[src/rtl/puf_vote_sequencer.sv]
// Runs three PUF evaluations per challenge and resolves them with a bitwise 2-of-3 vote.
// Optional macro PUF_VOTE_EARLY_EXIT_EN: skip the third evaluation when the first two samples agree.
module puf_vote_sequencer #(
  parameter int unsigned CHAL_W      = 64,
  parameter int unsigned RESP_W      = 32,
  parameter int unsigned SETTLE_CYC  = 16,
  parameter int unsigned TIMEOUT_CYC = 1023
) (
  input  logic              clk,
  input  logic              rst,
  input  logic              start,
  input  logic [CHAL_W-1:0] challenge,
  output logic              busy,
  output logic [CHAL_W-1:0] puf_chal,
  output logic              puf_trig,
  input  logic              puf_done,
  input  logic [RESP_W-1:0] puf_resp,
  output logic [RESP_W-1:0] resp_out,
  output logic [RESP_W-1:0] unstable_mask,
  output logic              resp_valid,
  output logic              timeout_err
);

  typedef enum logic [2:0] {IDLE, SETTLE, TRIG, WAIT, VOTE, DONE} state_t;

  localparam int unsigned SET_W = (SETTLE_CYC > 1) ? $clog2(SETTLE_CYC) : 1;
  localparam int unsigned TO_W  = (TIMEOUT_CYC > 1) ? $clog2(TIMEOUT_CYC) : 1;
  localparam logic [SET_W-1:0] SET_LAST = SET_W'((SETTLE_CYC > 0) ? SETTLE_CYC - 1 : 0);
  localparam logic [TO_W-1:0]  TO_LAST  = TO_W'(TIMEOUT_CYC - 1);
  localparam state_t EVAL_ENTRY = (SETTLE_CYC == 0) ? TRIG : SETTLE;

  state_t              state_q, state_d;
  logic [1:0]          k_q, k_d;
  logic [SET_W-1:0]    set_cnt_q, set_cnt_d;
  logic [TO_W-1:0]     to_cnt_q, to_cnt_d;
  logic [RESP_W-1:0]   s0_q, s0_d, s1_q, s1_d, s2_q, s2_d;
  logic [CHAL_W-1:0]   chal_q, chal_d;
  logic                trig_q, trig_d;
  logic                busy_q, busy_d;
  logic                valid_q, valid_d;
  logic                terr_q, terr_d;
  logic [RESP_W-1:0]   resp_q, resp_d;
  logic [RESP_W-1:0]   mask_q, mask_d;

  always_comb begin
    state_d   = state_q;
    k_d       = k_q;
    set_cnt_d = set_cnt_q;
    to_cnt_d  = to_cnt_q;
    s0_d      = s0_q;
    s1_d      = s1_q;
    s2_d      = s2_q;
    chal_d    = chal_q;
    terr_d    = terr_q;
    resp_d    = resp_q;
    mask_d    = mask_q;

    case (state_q)
      IDLE: begin
        if (start) begin
          chal_d    = challenge;
          k_d       = '0;
          terr_d    = 1'b0;
          set_cnt_d = '0;
          state_d   = EVAL_ENTRY;
        end
      end
      SETTLE: begin
        if (set_cnt_q == SET_LAST) state_d = TRIG;
        else                       set_cnt_d = set_cnt_q + 1'b1;
      end
      TRIG: begin
        to_cnt_d = '0;
        state_d  = WAIT;
      end
      WAIT: begin
        if (puf_done) begin
          case (k_q)
            2'd0:    s0_d = puf_resp;
            2'd1:    s1_d = puf_resp;
            default: s2_d = puf_resp;
          endcase
          if (k_q == 2'd2) begin
            state_d = VOTE;
          end else begin
            k_d       = k_q + 2'd1;
            set_cnt_d = '0;
            state_d   = EVAL_ENTRY;
          end
`ifdef PUF_VOTE_EARLY_EXIT_EN
          // Mirroring the agreed sample into slot 2 makes the normal vote yield s0 with an all-zero mask.
          if (k_q == 2'd1 && puf_resp == s0_q) begin
            s2_d    = puf_resp;
            state_d = VOTE;
          end
`endif
        end else if (to_cnt_q == TO_LAST) begin
          terr_d  = 1'b1;
          state_d = IDLE;
        end else begin
          to_cnt_d = to_cnt_q + 1'b1;
        end
      end
      VOTE: begin
        resp_d  = (s0_q & s1_q) | (s1_q & s2_q) | (s2_q & s0_q);
        mask_d  = (s0_q ^ s1_q) | (s1_q ^ s2_q);
        state_d = DONE;
      end
      DONE:    state_d = IDLE;
      default: state_d = IDLE;
    endcase

    // Outputs are registered from the next state so they line up with the state they describe.
    busy_d  = (state_d != IDLE);
    trig_d  = (state_d == TRIG);
    valid_d = (state_d == DONE);
  end

  always_ff @(posedge clk) begin
    if (rst) begin
      state_q   <= IDLE;
      k_q       <= '0;
      set_cnt_q <= '0;
      to_cnt_q  <= '0;
      s0_q      <= '0;
      s1_q      <= '0;
      s2_q      <= '0;
      chal_q    <= '0;
      trig_q    <= 1'b0;
      busy_q    <= 1'b0;
      valid_q   <= 1'b0;
      terr_q    <= 1'b0;
      resp_q    <= '0;
      mask_q    <= '0;
    end else begin
      state_q   <= state_d;
      k_q       <= k_d;
      set_cnt_q <= set_cnt_d;
      to_cnt_q  <= to_cnt_d;
      s0_q      <= s0_d;
      s1_q      <= s1_d;
      s2_q      <= s2_d;
      chal_q    <= chal_d;
      trig_q    <= trig_d;
      busy_q    <= busy_d;
      valid_q   <= valid_d;
      terr_q    <= terr_d;
      resp_q    <= resp_d;
      mask_q    <= mask_d;
    end
  end

  assign busy          = busy_q;
  assign puf_chal      = chal_q;
  assign puf_trig      = trig_q;
  assign resp_out      = resp_q;
  assign unstable_mask = mask_q;
  assign resp_valid    = valid_q;
  assign timeout_err   = terr_q;

endmodule
[config.mk]
export PLATFORM = sky130hd
export DESIGN_NAME = puf_vote_sequencer
export DESIGN_NICKNAME = d
export VERILOG_FILES = /design/src/rtl/puf_vote_sequencer.sv
export SDC_FILE = /design/constraint.sdc
export NUM_CORES = 1
export LEC_CHECK = 0
export BUFFER_PORTS_ARGS = -buffer_cell sky130_fd_sc_hd__buf_2
export CORE_MARGIN = 8
export CORE_UTILIZATION = 37
export DETAILED_ROUTE_END_ITERATION = 10
export MAX_ROUTING_LAYER = met4
export PLACE_DENSITY = 0.59
export RECOVER_POWER = 100
export SLEW_MARGIN = 20
export SYNTH_ARGS = -nofsm -noshare
export SYNTH_HDL_FRONTEND = slang
export SYNTH_SLANG_ARGS = --single-unit
[constraint.sdc]
create_clock -name clk -period 2.2 [get_ports clk]
set_input_delay 0.33 -clock clk [delete_from_list [all_inputs] [get_ports clk]]
set_output_delay 0.33 -clock clk [all_outputs]
set_load 0.02 [all_outputs]
== Word level (Yosys, flattened, before mapping) ==
Cells that the tools add are included.
Widths: inputs -> output; s select.
Word-level totals
  logic and storage cells: 80
  bits of input ports: 100
  flip-flop bits (word level): 247
  output and inout bits: 132
Operators by class
  $add $sub $neg: 3
  bitwise operators: 9
  reduce and logical (&&, ||, !) cells: 15
  eq/ne operators: 17
  mux-type cells: 22
Operators by type and width (number)
  $and 32x32->32: 3
  $or 32x32->32: 3
  $xor 32x32->32: 2
  $mux 10: 2
  $pmux 10 s2: 1
  $mux 4: 4
  $mux 3: 5
  $pmux 3 s5: 1
  $ne 2x2->1 const B: 7
  $pmux 4 s3: 1
  $reduce_and 3->1: 4
  $add 10x1->10 const B: 1
  $eq 10x10->1 const B: 1
  $eq 3x2->1 const B: 3
  $reduce_and 4->1: 2
  $eq 3x3->1 const B: 2
  $mux 2: 3
  $reduce_bool 3->1: 2
  $reduce_and 5->1: 1
  $add 4x1->4 const B: 1
  $eq 4x4->1 const B: 1
  $pmux 2 s2: 1
  $reduce_bool 2->1: 2
  $eq 3x1->1 const B: 1
  other kinds (10): 12

== Longest topological paths before layout ==
  depth in word-level cells: 5
  gate-level depth with buffers: 7
  depth with buffers taken out: 6

== Worst setup path before layout ==
Ideal clock, no wire load.
  path kind: register -> register
  start: reg to_cnt_q[0]
  end: reg to_cnt_q[8]
  cell stages (with the launch flop): 7
  clock period less this slack: 1.651 ns
  data required time: 2.130 ns
  arrival time: 1.581 ns
  buffers on the path: 0
  setup time: 0.070 ns
  path slack: 0.549 ns
  path through: dfxtp_1 -> inv_1 -> ha_1 -> and4_1 -> nor3_1 -> or3b_2 -> a21oi_1
Between the ends
  word-level cells in the longest chain between the ends: 4
  elaborated cells between the ends (all ways): 7
  classes of those cells: add/sub (1); eq/ne (2); mux (3); reduce/logical (1)
Ends and longest elaborated chain
  from (decl): RTL line 35  | logic [TO_W-1:0] to_cnt_q, to_cnt_d;
  from (signal assigned): RTL line 139  | to_cnt_q <= to_cnt_d;
  $add 10x1->10: RTL line 101  | to_cnt_d = to_cnt_q + 1'b1;
  $mux 10: RTL line 97  | end else if (to_cnt_q == TO_LAST) begin
  $mux 10: RTL line 77  | if (puf_done) begin
  $pmux 10 s2: RTL line 58  | case (state_q)
Several ways; a longest one is shown, not always the timed one. The select of a mux whose other input is x is not followed.
A chain may end at the register's enable or synchronous reset.

== Worst setup path after layout ==
  start: reg state_q[0]
  end: reg s2_q[19]
Between the ends
  word-level cells in the longest chain between the ends: 2
Ends and longest elaborated chain
  from (decl): RTL line 32  | state_t state_q, state_d;
  from (signal assigned): RTL line 136  | state_q <= state_d;
  $eq 3x2->1: RTL line 58
  $reduce_and 3->1 (no source line)
  to (signal assigned): RTL line 127  | s2_q <= '0;
  to (signal assigned): RTL line 142  | s2_q <= s2_d;
  to (decl): RTL line 36  | logic [RESP_W-1:0] s0_q, s0_d, s1_q, s1_d, s2_q, s2_d;
Every way passes these cells.

==> results.txt <==
RSZ-0062 raised after global routing: false
Seq pwr share: 46.1%
Reg clk slew, reported paths: 60 ps
Seq/Total Area, Yosys: 50.1%
CP Data Arrival Time: 2370 ps
layout filler cell count: 2708
Ys Warns: 0
max cap viols: 0
Critical Path RT: 2580 ps
setup tns final: 0 ps
final instance area: 0.0121 mm2
syn nets: 1359
GRT overflow: 0
number of global-route vias before repair: 8641
Synth top area share: 50.1%
Final #Nets: 1557
num ports: 232
Post-DP HPWL: 18900 um
CTS Buf Count: 28
Sequential cell area: 0.00494 mm2
WL/cell: 16.0 um
DRC: 0
Reg-to-Reg Start: state_q[0]
RePlAce Congestion: 0.752
Period minus WS final: 1990 ps
worst-path fanout max: 14
Clock Tree Buf Depth: 3
Rows: 59
Synth Instances: 1189
die area: 0.0322 mm2
worst slack at placement: 186 ps
Skew-Pair Late Insertion Delay: 540 ps
Rel. slew slack: 49.0%
switch share: 22.4%
clock root cell: clkbuf_16
crit share post-route: 90.5%
max-slew violation count: 0
GRT Total Usage: 17.6%
Synth Flop Type: dfxtp_1
mux cell area share after synthesis: 0.101%
cell taking the most area after synthesis: dfxtp_1
Placement Cell Area: 0.0114 mm2
EDFF count, synth: 0
R2R depth: 5
final std cells w/o fill: 1744
critical path class: register to register
Clock Skew: 6.46 ps
setup ws final: 208 ps
leakage power: 0.00472 uW
via/cell ratio: 5.00
clock share of power: 48.4%
Least-Margin Pin Slew: 765 ps
Initial Util: 37.8%
share of cells above drive strength 1: 12.3%
# clock sinks: 247
P_int: 7730 uW
FF-to-FF End: s2_q[19]
mapped cell area: 0.00987 mm2
final setup fails: 0
# H-tree levels: 1
drt initial violations: 345
Adder-Cell Fraction of Synth Area: 8.87%
PortBufs: 231
main combinational cell family by area after synthesis: simple AND/OR/NAND/NOR gates
Min-Delay Path Class: input pin to register
Crit. Startpoint: state_q[0]
Worst Hold Depth: 3
largest net degree at the start of global routing: 85
area grow syn2layout: 22.7%
final hold vios: 0
Achievable Freq: 0.502 GHz
#FFs+latches synth: 247
reg2reg setup slack: 210 ps
combinational fraction of design power: 5.5%
initial antenna violation count: 3
switching pwr: 2230 uW
Core ar.: 0.0261 mm2
Die X: 179 um
routed vias: 8723
top cells by area, synth: dfxtp_1, nand2_1, ha_1
multi-input logic area: 0.00459 mm2
mean post-synth cell area: 8.30 um2
WHS Endpoint: puf_chal[53]
Worst setup SP type: register
min-delay src: challenge[53]
total power: 9960 uW
Synth Area in XOR/XNOR: 0%
die height: 179 um
Synth async-reset ratio: 0%
Final ANT Viol Nets: 0
CTS tree: yes
Compound-Gate Fraction of Synth Area: 13.4%
CP endpoint kind: register
Inst Count DP: 1692
synth cell count leaders: nand2_1, dfxtp_1, a21oi_1, nor3_1, nor2_1
most numerous cell in the Yosys netlist: nand2_1
Worst IR Drop VDD: 0.545 mV
global-route wire length before repair: 44800 um
simple logic cell fraction of the synthesized area: 23.9%
1st-pass router iterations: 7
outcome: finished, final reports clean
PwrDens: 822 mW/mm2
synth unique cells: 43
WL final: 27900 um
worst max-delay path by stage:
stage                  end  slack [ps]
6_report          s2_q[19]         210
3_3_place_gp       s0_q[9]         290
3_5_place_dp       s0_q[2]         190
2_1_floorplan  to_cnt_q[8]         550
4_1_cts            s1_q[4]         170
5_1_grt        resp_out[7]          20
power by group through the flow:
stage | logic, uW | registers (uW) | clock network [uW]
3_5_place_dp | 576 | 4690 | 0
5_1_grt | 598 | 4600 | 5140
6_report | 544 | 4590 | 4820
3_3_place_gp | 577 | 4680 | 0
4_1_cts | 576 | 4590 | 4960
2_1_floorplan | 221 | 4770 | 0
through the flow:
stage / hold slack (ps) / util, %
finish: 30.1 / 46.4
global route: 14.2 / 46.4
floorplan: 450 / -
global placement: 438 / 43.5
CTS: 5.75 / 47.2
detailed placement: 444 / 43.5
timing repair:
action	4_1_cts	5_1_grt
buffers inserted	0	0
hold buffers	0	0
gates resized for setup	0	1
setup endpoints to repair	0	1
worst max-delay path, cell delays in order (launching register included):
cell and delay [ps]:
dfxtp_1 570, nand4b_1 280, or3_1 460, clkbuf_2 310, nand2_1 140, a21oi_1 70
logic make-up (layout without fill, tap and decap cells):
group | count (synthesis) | in the layout
flip-flops | 247 | 247
AO/OA/AOI/OAI | 231 | 231
adder cells (fa/ha/maj) | 70 | 70
buffers and inverters | 87 | 304
other | 0 | 3
AND/OR/NAND/NOR | 553 | 553
multiplexers | 1 | 1
final cells by class:
cell class / count / area share, %
Sequential cell: 247 / 40.8
Multi-Input combinational cell: 855 / 37.9
Timing Repair Buffer: 250 / 9.70
Clock buffer: 44 / 7.11
Tap cell: 335 / 3.46
Clock inverter: 5 / 0.826
Inverter: 5 / 0.155
Antenna cell: 3 / 0.0619
placed cells by master (no fill, tap or decap), types with 3 or more instances in the layout:
cell and instances:
nand2_1 333, dfxtp_1 247, a21oi_1 172, clkbuf_1 140, nor3_1 102, buf_2 98, nor2_1 73, ha_1 70
a2111oi_0 32, clkbuf_16 29, o21ai_0 9, clkbuf_8 8, buf_4 8, o31ai_1 7, nand3_1 6, inv_1 5
nand2b_1 5, or4_1 4, clkbuf_2 4, buf_12 4, diode_2 3, nand3b_1 3, a211oi_1 3, bufinv_16 3
registers in the layout (all words and copies together), names as in the netlist, 2 cells and up:
register and count:
resp_out 32, s1_q 32, to_cnt_q 10, set_cnt_q 4, state_q 3, unstable_mask 32
s0_q 32, s2_q 32, k_q 2, puf_chal 64
per-layer routing:
metal	GRT usage, %	vias up	share of wire (%)
li1	-	4468	-
met5	-	-	0
met4	3.99	0	1.9
met3	5.55	37	8.5
met2	28.1	252	45
met1	21.5	3966	45
Power figures use the tool's default switching activity.
